**src/rtl/rf_ctrl_pkg.sv**
```systemverilog
// Shared definitions for the register-file write-port controller:
// size defaults, FSM state encoding and requester select.
package rf_ctrl_pkg;

  localparam int RF_NUM_REGS = 32;
  localparam int RF_ADDR_W   = 5;
  localparam int RF_DATA_W   = 32;

  typedef enum logic {
    ST_IDLE  = 1'b0,
    ST_CLEAR = 1'b1
  } state_e;

  typedef enum logic {
    SEL_A = 1'b0,
    SEL_B = 1'b1
  } sel_e;

endpackage

```
**src/rtl/rr_arb2.sv**
```systemverilog
// Two-way round-robin arbiter. The last-served pointer only advances when the
// caller accepts the proposed grant.
module rr_arb2
  import rf_ctrl_pkg::*;
(
  input  logic clk,
  input  logic srst,
  input  logic elig_a_i,
  input  logic elig_b_i,
  input  logic accept_i,
  output sel_e sel_o,
  output logic valid_o
);

  sel_e last_q, last_d;

  always_comb begin
    valid_o = elig_a_i | elig_b_i;
    if (elig_a_i && elig_b_i) begin
      sel_o = (last_q == SEL_A) ? SEL_B : SEL_A;
    end else if (elig_a_i) begin
      sel_o = SEL_A;
    end else begin
      sel_o = SEL_B;
    end
    last_d = (accept_i && valid_o) ? sel_o : last_q;
  end

  // Reset to "B served last" so the first contended grant goes to A.
  always_ff @(posedge clk) begin
    if (srst) begin
      last_q <= SEL_B;
    end else begin
      last_q <= last_d;
    end
  end

endmodule

```
**src/rtl/rf_write_ctrl.sv**
```systemverilog
// Write-port controller: round-robin between two requesters plus a clear sweep.
// Optional feature macro: RF_R0_PROTECT_EN (register 0 hardwired to zero).
module rf_write_ctrl
  import rf_ctrl_pkg::*;
#(
  parameter int NUM_REGS = RF_NUM_REGS,
  parameter int ADDR_W   = RF_ADDR_W,
  parameter int DATA_W   = RF_DATA_W
) (
  input  logic                CLK,
  input  logic                RST,
  input  logic                A_REQ,
  input  logic [ADDR_W-1:0]   A_ADDR,
  input  logic [DATA_W-1:0]   A_DATA,
  output logic                A_GNT,
  input  logic                B_REQ,
  input  logic [ADDR_W-1:0]   B_ADDR,
  input  logic [DATA_W-1:0]   B_DATA,
  output logic                B_GNT,
  input  logic                CLR_START,
  output logic                BUSY,
  output logic                CLR_DONE,
  output logic [NUM_REGS-1:0] RF_L,
  output logic [DATA_W-1:0]   RF_D
);

  localparam logic [ADDR_W-1:0] LAST_IDX = ADDR_W'(NUM_REGS - 1);

  state_e              state_q, state_d;
  logic [ADDR_W-1:0]   cnt_q, cnt_d;
  logic                a_gnt_q, a_gnt_d;
  logic                b_gnt_q, b_gnt_d;
  logic                busy_q, busy_d;
  logic                done_q, done_d;
  logic [NUM_REGS-1:0] rf_l_q, rf_l_d;
  logic [DATA_W-1:0]   rf_d_q, rf_d_d;

  logic                wr_en;
  logic [ADDR_W-1:0]   wr_idx;
  logic                accept;
  logic                arb_valid;
  sel_e                arb_sel;

  // A requester whose grant is showing this cycle is not eligible again yet.
  rr_arb2 u_arb (
    .clk      (CLK),
    .srst     (RST),
    .elig_a_i (A_REQ & ~a_gnt_q),
    .elig_b_i (B_REQ & ~b_gnt_q),
    .accept_i (accept),
    .sel_o    (arb_sel),
    .valid_o  (arb_valid)
  );

  always_comb begin
    state_d = state_q;
    cnt_d   = cnt_q;
    a_gnt_d = 1'b0;
    b_gnt_d = 1'b0;
    busy_d  = 1'b0;
    done_d  = 1'b0;
    rf_d_d  = '0;
    wr_en   = 1'b0;
    wr_idx  = '0;
    accept  = 1'b0;
    case (state_q)
      ST_IDLE: begin
        if (CLR_START) begin
          // The first sweep write (index 0) goes out in the cycle after the start.
          wr_en  = 1'b1;
          busy_d = 1'b1;
          if (LAST_IDX == '0) begin
            done_d = 1'b1;
          end else begin
            state_d = ST_CLEAR;
            cnt_d   = ADDR_W'(1);
          end
        end else if (arb_valid) begin
          accept = 1'b1;
          wr_en  = 1'b1;
          if (arb_sel == SEL_A) begin
            a_gnt_d = 1'b1;
            wr_idx  = A_ADDR;
            rf_d_d  = A_DATA;
          end else begin
            b_gnt_d = 1'b1;
            wr_idx  = B_ADDR;
            rf_d_d  = B_DATA;
          end
        end
      end
      ST_CLEAR: begin
        wr_en  = 1'b1;
        wr_idx = cnt_q;
        busy_d = 1'b1;
        if (cnt_q == LAST_IDX) begin
          done_d  = 1'b1;
          cnt_d   = '0;
          state_d = ST_IDLE;
        end else begin
          cnt_d = cnt_q + ADDR_W'(1);
        end
      end
      default: begin
        state_d = ST_IDLE;
        cnt_d   = '0;
      end
    endcase
  end

  // Addresses at or beyond NUM_REGS match no decoder bit, so the write drops.
  for (genvar gi = 0; gi < NUM_REGS; gi++) begin : g_dec
`ifdef RF_R0_PROTECT_EN
    if (gi == 0) begin : g_r0
      assign rf_l_d[gi] = 1'b0;
    end else begin : g_wr
      assign rf_l_d[gi] = wr_en && (wr_idx == ADDR_W'(gi));
    end
`else
    assign rf_l_d[gi] = wr_en && (wr_idx == ADDR_W'(gi));
`endif
  end

  always_ff @(posedge CLK) begin
    if (RST) begin
      state_q <= ST_IDLE;
      cnt_q   <= '0;
      a_gnt_q <= 1'b0;
      b_gnt_q <= 1'b0;
      busy_q  <= 1'b0;
      done_q  <= 1'b0;
      rf_l_q  <= '0;
      rf_d_q  <= '0;
    end else begin
      state_q <= state_d;
      cnt_q   <= cnt_d;
      a_gnt_q <= a_gnt_d;
      b_gnt_q <= b_gnt_d;
      busy_q  <= busy_d;
      done_q  <= done_d;
      rf_l_q  <= rf_l_d;
      rf_d_q  <= rf_d_d;
    end
  end

  assign A_GNT    = a_gnt_q;
  assign B_GNT    = b_gnt_q;
  assign BUSY     = busy_q;
  assign CLR_DONE = done_q;
  assign RF_L     = rf_l_q;
  assign RF_D     = rf_d_q;

endmodule
```
**config.mk**
```make
export PLATFORM = sky130hd
export DESIGN_NAME = rf_write_ctrl
export DESIGN_NICKNAME = d
export VERILOG_FILES = /design/src/rtl/rf_ctrl_pkg.sv /design/src/rtl/rr_arb2.sv /design/src/rtl/rf_write_ctrl.sv
export SDC_FILE = /design/constraint.sdc
export NUM_CORES = 1
export LEC_CHECK = 0
export CORE_MARGIN = 5
export CORE_UTILIZATION = 30
export DETAILED_ROUTE_END_ITERATION = 16
export PLACE_DENSITY = 0.68
export REMOVE_ABC_BUFFERS = 1
export SYNTH_ARGS = -nofsm -noshare
export SYNTH_HDL_FRONTEND = slang
export SYNTH_HIERARCHICAL = 1
export SYNTH_SLANG_ARGS = --single-unit
export TNS_END_PERCENT = 30
```
**constraint.sdc**
```tcl
create_clock -name CLK -period 2.8 [get_ports CLK]
set_input_delay 0.56 -clock CLK [delete_from_list [all_inputs] [get_ports CLK]]
set_output_delay 0.56 -clock CLK [all_outputs]
set_load 0.02 [all_outputs]
```
-- After elaboration in Yosys (flattened, before gate mapping)
Index checks and enable logic that the tools add are counted.
- reductions and logical operators: 37
- equal/unequal tests: 33
- bitwise logic cells: 7
- mux-type cells: 23
- add/sub/neg operators: 1
- operators with widths (operator ; count):
    equality test 5 bit (second input constant) ; 17
    equality test 5 x 4 -> 1 bit (second input constant) ; 8
    logical AND 1 bit ; 34
    two-way mux 32 bit ; 1
    two-way mux 5 bit ; 5
    equality test 5 x 3 -> 1 bit (second input constant) ; 4
    one-hot mux 5 bit (2 select lines) ; 2
    two-way mux 1 bit ; 12
    equality test 5 x 2 -> 1 bit (second input constant) ; 2
    one-hot mux 1 bit (2 select lines) ; 3
    adder 5 x 1 -> 5 bit (second input constant) ; 1
    equality test 5 x 1 -> 1 bit (second input constant) ; 1
    logical NOT 5 bit ; 1
    NOT 1 bit ; 4
    OR reduction 4 bit ; 1
    bitwise AND 1 bit ; 2
    inequality test 2 bit (second input constant) ; 1
    OR reduction 2 bit ; 1
    bitwise OR 1 bit ; 1
- output and inout bits: 68
- input bits: 79
- register bits: 75
- logic and storage cells: 110

-- Longest topological paths before layout
Gate-level depths: netlist of run 1.
- depth in word-level cells: 10
- mapped depth: 9
- gate-level depth less buffers: 7

-- By module
The synthesis of run 1 kept the hierarchy.
- by module, submodules not included (module ; seq. area each (µm²) ; cells each ; area an instance (µm²) ; times used):
    rf_write_ctrl ; 1481.4 ; 229 ; 2517.4 ; 1
    rr_arb2 ; 20.0 ; 7 ; 57.6 ; 1

-- Worst setup path after synthesis of run 1
No wires, ideal clock.
- path type: input-to-reg
- from: in B_REQ
- to: reg rf_l_q[29], in the netlist RF_L[29]
- buffers on the path: 1
- library setup time: 0.078 ns
- data required time: 2.722 ns
- setup slack: 0.618 ns
- arrival: 2.104 ns
- cell stages on the path: 8
- path through: nor2b_1 -> inv_1 -> o21ai_0 -> buf_6 -> mux2i_1 -> nor2_1 -> a221o_1 -> nor3_1
- word-level cells in the longest chain between the ends: 9
- elaborated cells on any way between the ends: 13
- those cells by class: eq/ne: 1; mux: 8; bitwise: 2; reduce/logical: 2
- RTL lines (item ; line ; RTL):
    from (decl) ; rf_write_ctrl.sv:16 ; input logic B_REQ,
    bitwise AND 1 bit ; rf_write_ctrl.sv:49 ; .elig_b_i (B_REQ & ~b_gnt_q),
    logical AND 1 bit ; rr_arb2.sv:19 ; if (elig_a_i && elig_b_i) begin
    two-way mux 1 bit ; rr_arb2.sv:19 ;
    net arb_sel ; rf_write_ctrl.sv:42 ; sel_e arb_sel;
    two-way mux 5 bit ; rf_write_ctrl.sv:81 ; if (arb_sel == SEL_A) begin
    two-way mux 5 bit ; rf_write_ctrl.sv:78 ; end else if (arb_valid) begin
    two-way mux 5 bit ; rf_write_ctrl.sv:68 ; if (CLR_START) begin
    one-hot mux 5 bit (2 select lines) ; rf_write_ctrl.sv:66 ; case (state_q)
    equality test 5 bit ; rf_write_ctrl.sv:120 ; assign rf_l_d[gi] = wr_en && (wr_idx == ADDR_W'(gi));
    logical AND 1 bit ; rf_write_ctrl.sv:120 ;
    to (signal assigned) ; rf_write_ctrl.sv:141 ; rf_l_q <= rf_l_d;
    to (decl) ; rf_write_ctrl.sv:35 ; logic [NUM_REGS-1:0] rf_l_q, rf_l_d;
The timed path passes the listed nets, and every way through them passes these cells.
A chain may end at the register's enable or synchronous reset.

-- Final worst setup path of run 1
- from: in B_REQ
- to: reg rf_l_q[26], in the netlist RF_L[26]
- elaborated cells on any way between the ends: 13
- those cells by class: eq/ne: 1; mux: 8; bitwise: 2; reduce/logical: 2
- RTL lines (item ; line ; RTL):
    bitwise AND 1 bit (*) ; rf_write_ctrl.sv:49 ;
    bitwise OR 1 bit (*) ; rr_arb2.sv:18 ; valid_o = elig_a_i | elig_b_i;
    net arb_valid ; rf_write_ctrl.sv:41 ; logic arb_valid;
    two-way mux 5 bit ; rf_write_ctrl.sv:78 ;
    two-way mux 5 bit ; rf_write_ctrl.sv:68 ;
    one-hot mux 5 bit (2 select lines) ; rf_write_ctrl.sv:66 ;
    equality test 5 bit ; rf_write_ctrl.sv:120 ;
    logical AND 1 bit (*) ; rf_write_ctrl.sv:120 ;
The timed path passes the listed nets; every way through them passes the cells marked *.

==> impl_metrics.py, run 1 <==
metrics = {
    "timing": {
        "max_slew_margin_pct": 60.3,
        "max_freq_ghz": 0.412,
        "fin_worst_skew_ns": 0.00981,
        "drv_slew": 0,
        "fin_setup_tns_ns": 0,
        "hold_violations": 0,
        "timing.final.crit_share_pct": 86.8,
        "period_minus_slack_ns": 2.43,
        "rsz0062_at_grt": "false",
        "fin_ws_ns": 0.370,
        "worst_pin_slew_ns": 0.595,
        "setup_violations": 0,
    },
    "die": {
        "io_pins": 147,
        "die_h_um": 103,
        "row_count": 33,
        "initial_core_util_pct": 31.0,
        "die_x_um": 103,
        "die_area_sq_mm": 0.0105,
        "core_sq_mm": 0.00830,
    },
    "pwr": {
        "pwr_density_cell_mw_per_mm2": 542,
        "ir_worst_vdd_mv": 0.275,
        "p_leak_nw": 1.67,
    },
    "placement": {
        "port_buffers": 146,
        "place_area_sq_mm": 0.00421,
        "pre_cts_ws_ns": 0.000640,
        "dp_hpwl_mm": 6.17,
        "gp_congestion": 0.810,
        "dp.cells": 486,
    },
    "setup_path": {
        "crit_path_end_kind": "flop",
        "worstSetupPathType": "input pin to flop",
        "path_max_fanout": 13,
        "worstSetupStartpoint": "B_REQ",
        "arrival_ns": 2.70,
        "startpoint_type": "input pin",
        "crit_required_ns": 3.07,
        "worstReg2RegStart": "B_GNT",
        "ff2ff_path_depth": 7,
    },
    "logic_synthesis": {
        "synthesis.instances": 236,
        "synth_most_common_cell": "dfxtp_1",
        "synth_area_leaders": "dfxtp_1 58%, a22o_1 11%, nor2_1 4.2%",
        "ys.flop_type": "dfxtp_1",
        "syn_avg_cell_area_sq_um": 10.9,
        "synth_common_cells": "75 x dfxtp_1, 32 x a22o_1, 29 x nor2_1, 16 x nor3_1, 8 x o21ai_0",
        "yosysTopAreaCellShare_pct": 58.3,
        "yosysWarnings": 6,
        "synth_cell_types": 38,
        "synth_top_cell_by_area": "dfxtp_1",
        "synth-seq-cells": 75,
        "synth_area_sq_mm": 0.00257,
        "seq_area_frac_synth_pct": 58.3,
        "synthArstFlopShare_pct": 0,
        "synth_edf_count": 0,
    },
    "worst_hold_path": {
        "hp-start": "u_arb/last_q",
        "hold_path_depth": 2,
        "hold_path.class": "flop to flop",
    },
    "global_routing": {
        "grt_max_degree": 34,
        "grtUsageTotal_pct": 14.7,
        "grt_pass1_wl_mm": 11.6,
        "antenna_found_initial": 0,
        "grt_pass1_vias": 2381,
        "overflow": 0,
    },
    "clock_network": {
        "cts.path.max_buffers": 2,
        "h-tree-depth": 3,
        "numCtsBuffers": 9,
        "cts_tree": "built",
        "clock_latency_ns": 0.35,
        "post_cts_buffers": 0,
        "cts_resized": 0,
        "clock-sinks": 75,
        "clockRootBuffer": "clkbuf_8",
        "ctsHoldBuffers": 0,
        "path_clk_slew_ns": 0.08,
    },
    "layout": {
        "drive_gt1_share_pct": 10.8,
        "diodes": 0,
        "stdcell_area_sq_mm": 0.00445,
        "finalNonFillerCells": 502,
        "final_nets": 473,
        "syn2layout_area_growth_pct": 72.7,
    },
    "drt": {
        "drtIter0Drc": 77,
        "routed_via_density": 4.66,
        "ant_nets": 0,
        "wl_per_cell_um": 15.2,
        "dr_total_vias": 2341,
        "drt_wl_total_mm": 7.62,
        "drc_errors": 0,
        "drt_first_pass_iters": 4,
    },
    "run": {
        "drv_cap": 0,
    },
    "status": {
        "status": "finished clean",
    },
}
cell families after synthesis:
family          after synthesis  synth area share, %
simple gates                 78                 15.5
compound gates               57                 19.1
mux                           5                 1.94
buf+inv                      19                 4.08
flops                        75                 58.3
fa+ha+maj                     2                0.972
registers in the layout (all words and copies together) (netlist names):
register / count
RF_D: 32
state_q: 1
RF_L: 32
BUSY: 1
B_GNT: 1
CLR_DONE: 1
cnt_q: 5
A_GNT: 1
u_arb/last_q: 1
worst paths after layout:
check                               endpoint  slack (ns)
worst max-delay path                RF_L[26]        0.37
worst min-delay path            u_arb/last_q        0.52
worst max register to register      RF_L[26]        0.73
worst min register to register  u_arb/last_q        0.52
layout by cell type, fill, tap and decap left out, drive strengths merged:
| cell type | netlist | final |
|---|---|---|
| o21ai | 9 | 9 |
| o22a | 1 | 1 |
| nand4b | 1 | 1 |
| nand3b | 1 | 1 |
| inv | 4 | 4 |
| clkbuf | 4 | 11 |
| nand2b | 3 | 3 |
| or3b | 2 | 2 |
| bufinv | 0 | 2 |
| nand2 | 6 | 6 |
| nor2 | 29 | 29 |
| clkdlybuf4s50 | 0 | 146 |
| a31oi | 2 | 2 |
| nor3b | 2 | 2 |
| or2b | 2 | 2 |
| mux2i | 5 | 5 |
| nor3 | 17 | 17 |
| a22o | 32 | 32 |
| ha | 2 | 2 |
| o221ai | 2 | 2 |
| dfxtp | 75 | 75 |
| or2 | 1 | 1 |
| nor2b | 2 | 2 |
| o21bai | 1 | 1 |
| a211oi | 1 | 1 |
| a221o | 2 | 2 |
| nand3 | 3 | 3 |
| nand4 | 5 | 5 |
| clkinvlp | 0 | 1 |
| o2111a | 1 | 1 |
| o31ai | 2 | 2 |
| and3 | 3 | 3 |
| or3 | 1 | 1 |
| clkinv | 1 | 3 |
| buf | 10 | 13 |
| a21oi | 4 | 4 |
layer usage:
| metal | vias up | wire [um] | track usage [%] |
|---|---|---|---|
| li1 | 1166 | - | - |
| met1 | 1044 | 2750 | 15.3 |
| met2 | 121 | 3610 | 23.5 |
| met3 | 10 | 1110 | 10.2 |
| met4 | 0 | 150 | 5.05 |
| met5 | - | 0 | 0 |
through the flow:
stage | utilization (%) | hold WS, ns | total power, W
2_1_floorplan | - | 0.472 | 0.00127
3_3_place_gp | 50.7 | 0.488 | 0.00148
3_5_place_dp | 50.7 | 0.504 | 0.00149
4_1_cts | 53.6 | 0.520 | 0.00244
5_1_grt | 53.6 | 0.548 | 0.00252
6_report | 53.6 | 0.518 | 0.00241
critical path: stages:
cell	delay, ns
clkdlybuf4s50_1	0.44
nor2b_1	0.21
or2_2	0.15
or3b_4	0.48
clkinv_2	0.12
nand2b_1	0.08
a221o_1	0.42
nor3_1	0.22
where the power goes:
group | total (W) | switching (W) | internal [W] | leakage, nW
clock | 0.000952 | 0.000399 | 0.000553 | 0.116
sequential | 0.00111 | 0.0000168 | 0.00110 | 0.608
combinational | 0.000347 | 0.000147 | 0.000201 | 0.950
cell type report:
type,instances,area [sq um]
Clock inverter,5,85.1
Inverter,5,20.0
Timing Repair Buffer,159,1580
Tap cell,105,131
Sequential cell,75,1500
Fill cell,756,3850
Multi-Input combinational cell,142,975
Clock buffer,11,151
No activity file was read; power rests on OpenSTA's default activity.
==> run 2: changes to the inputs <==
CORE_UTILIZATION = 38   (was 30)
PLACE_DENSITY = 0.82   (was 0.68)
==> run 2 against run 1 <==
First-iteration DRC count grew 7.8%. Worst hold slack is essentially flat. Largest power group unchanged. Largest cell class unchanged. Final area shrank 0.51%. Clock skew grew 0.0059 ns. Clock power shrank 1%. Utilization grew 13 points. Non-clock buffer count grew 2. Setup slack lost 0.044 ns. Register-to-register slack lost 0.04 ns. Global-route usage grew 2.6 points.
==> impl_metrics.py, run 2 (synthesis gave the netlist of run 1 again) <==
metrics = {
    "status": {
        "status": "finished clean",
    },
    "placement": {
        "place_area_sq_mm": 0.00420,
        "port_buffers": 146,
        "gp_congestion": 0.850,
        "dp_hpwl_mm": 6.04,
    },
    "clock_network": {
        "clock_latency_ns": 0.35,
        "h-tree-depth": 3,
        "cts.path.max_buffers": 2,
        "clock-sinks": 75,
        "cts_resized": 0,
        "numCtsBuffers": 9,
        "cts_tree": "built",
        "clockRootBuffer": "clkbuf_8",
        "ctsHoldBuffers": 0,
        "post_cts_buffers": 0,
        "path_clk_slew_ns": 0.09,
    },
    "setup_path": {
        "startpoint_type": "input pin",
        "worstReg2RegStart": "B_GNT",
        "worstSetupStartpoint": "B_REQ",
        "ff2ff_path_depth": 8,
        "worstSetupPathType": "input pin to flop",
        "crit_required_ns": 3.07,
        "arrival_ns": 2.74,
        "reg2reg_to": "RF_L[29]",
        "endpoint": "RF_L[29]",
        "r2r_slack_ns": 0.69,
        "path_max_fanout": 13,
        "crit_path_end_kind": "flop",
    },
    "pwr": {
        "p_leak_nw": 1.69,
        "ir_worst_vdd_mv": 0.354,
        "pwr_density_cell_mw_per_mm2": 542,
        "power_w": 0.00240,
    },
    "timing": {
        "drv_slew": 0,
        "fin_setup_tns_ns": 0,
        "fin_worst_skew_ns": 0.0157,
        "timing.final.crit_share_pct": 88.4,
        "period_minus_slack_ns": 2.47,
        "max_slew_margin_pct": 58.5,
        "hold_violations": 0,
        "worst_pin_slew_ns": 0.621,
        "setup_violations": 0,
        "rsz0062_at_grt": "false",
        "max_freq_ghz": 0.404,
        "holdWs_ns": 0.519,
    },
    "die": {
        "die_x_um": 92.3,
        "row_count": 30,
        "die_area_sq_mm": 0.00852,
        "core_sq_mm": 0.00668,
        "initial_core_util_pct": 38.5,
        "die_h_um": 92.3,
        "io_pins": 147,
    },
    "drt": {
        "wl_per_cell_um": 15.4,
        "drtIter0Drc": 83,
        "drc_errors": 0,
        "drt_wl_total_mm": 7.36,
        "drt_first_pass_iters": 6,
        "ant_nets": 0,
        "dr_total_vias": 2355,
        "routed_via_density": 4.92,
    },
    "global_routing": {
        "antenna_found_initial": 0,
        "overflow": 0,
        "grt_max_degree": 26,
        "grt_pass1_wl_mm": 11.5,
        "grt_pass1_vias": 2304,
        "grtUsageTotal_pct": 17.3,
    },
    "layout": {
        "stdcell_area_sq_mm": 0.00443,
        "syn2layout_area_growth_pct": 71.9,
        "mostFrequentLayoutCells": "146 x clkdlybuf4s50_1, 75 x dfxtp_1, 32 x a22o_1",
        "drive_gt1_share_pct": 11.3,
        "final_core_util_pct": 66.2,
        "filler_cell_count": 541,
        "diodes": 0,
        "final_nets": 475,
        "final_common_cell": "clkdlybuf4s50_1",
    },
    "run": {
        "drv_cap": 0,
    },
    "worst_hold_path": {
        "hold_path.class": "flop to flop",
    },
}
[run 2: cell count changes in the layout (fill, tap and decap cells not counted), sizes merged]
cell	before	now
buf	13	15
clkbuf	11	9
clkinvlp	1	0
clkinv	3	2
inv	4	8
[run 2: cell type report]
| cell class | count | area (sq um) | area share [%] |
|---|---|---|---|
| clock inverter | 7 | 106 | 2.40 |
| tap | 80 | 100 | 2.26 |
| inverter | 5 | 20.0 | 0.452 |
| clock buffer | 9 | 124 | 2.80 |
| multi-input combinational | 142 | 975 | 22.0 |
| timing repair buffer | 161 | 1600 | 36.1 |
| sequential | 75 | 1500 | 33.9 |
[run 2: report_power, final]
group	total, W	switching [W]	internal [W]
combinational	0.000347	0.000146	0.000201
clock	0.000938	0.000420	0.000519
sequential	0.00111	0.0000170	0.00110
[run 2: worst min-delay path by stage]
| stage | startpoint | end | cells past startpoint |
|---|---|---|---|
| after global placement | u_arb/last_q | u_arb/last_q | 2 |
| after detailed placement | u_arb/last_q | u_arb/last_q | 2 |
| final | u_arb/last_q | u_arb/last_q | 2 |
| after global routing | u_arb/last_q | u_arb/last_q | 2 |
| after CTS | u_arb/last_q | u_arb/last_q | 2 |
| after floorplan | u_arb/last_q | u_arb/last_q | 2 |
[run 2: stage by stage]
stage / worst slack (ns) / cells
floorplan: 0.155 / 222
detailed placement: -0.0458 / 463
global route: 0.158 / 479
CTS: 0.330 / 479
finish: 0.326 / 479
global placement: 0.0546 / 463
[run 2: critical path, stage by stage]
cell	delay, ns
clkdlybuf4s50_1	0.44
nor2b_1	0.16
buf_4	0.13
or2_2	0.10
or3b_4	0.48
clkinv_2	0.12
nand2b_1	0.08
a221o_1	0.42
nor3_1	0.24
[run 2: routing by layer]
layer / global-route usage, % / wire (um) / vias to the layer above
li1: - / - / 1173
met1: 18.2 / 2600 / 1048
met2: 29.7 / 3690 / 121
met3: 8.12 / 935 / 13
met4: 6.93 / 129 / 0
met5: 0 / 0 / -
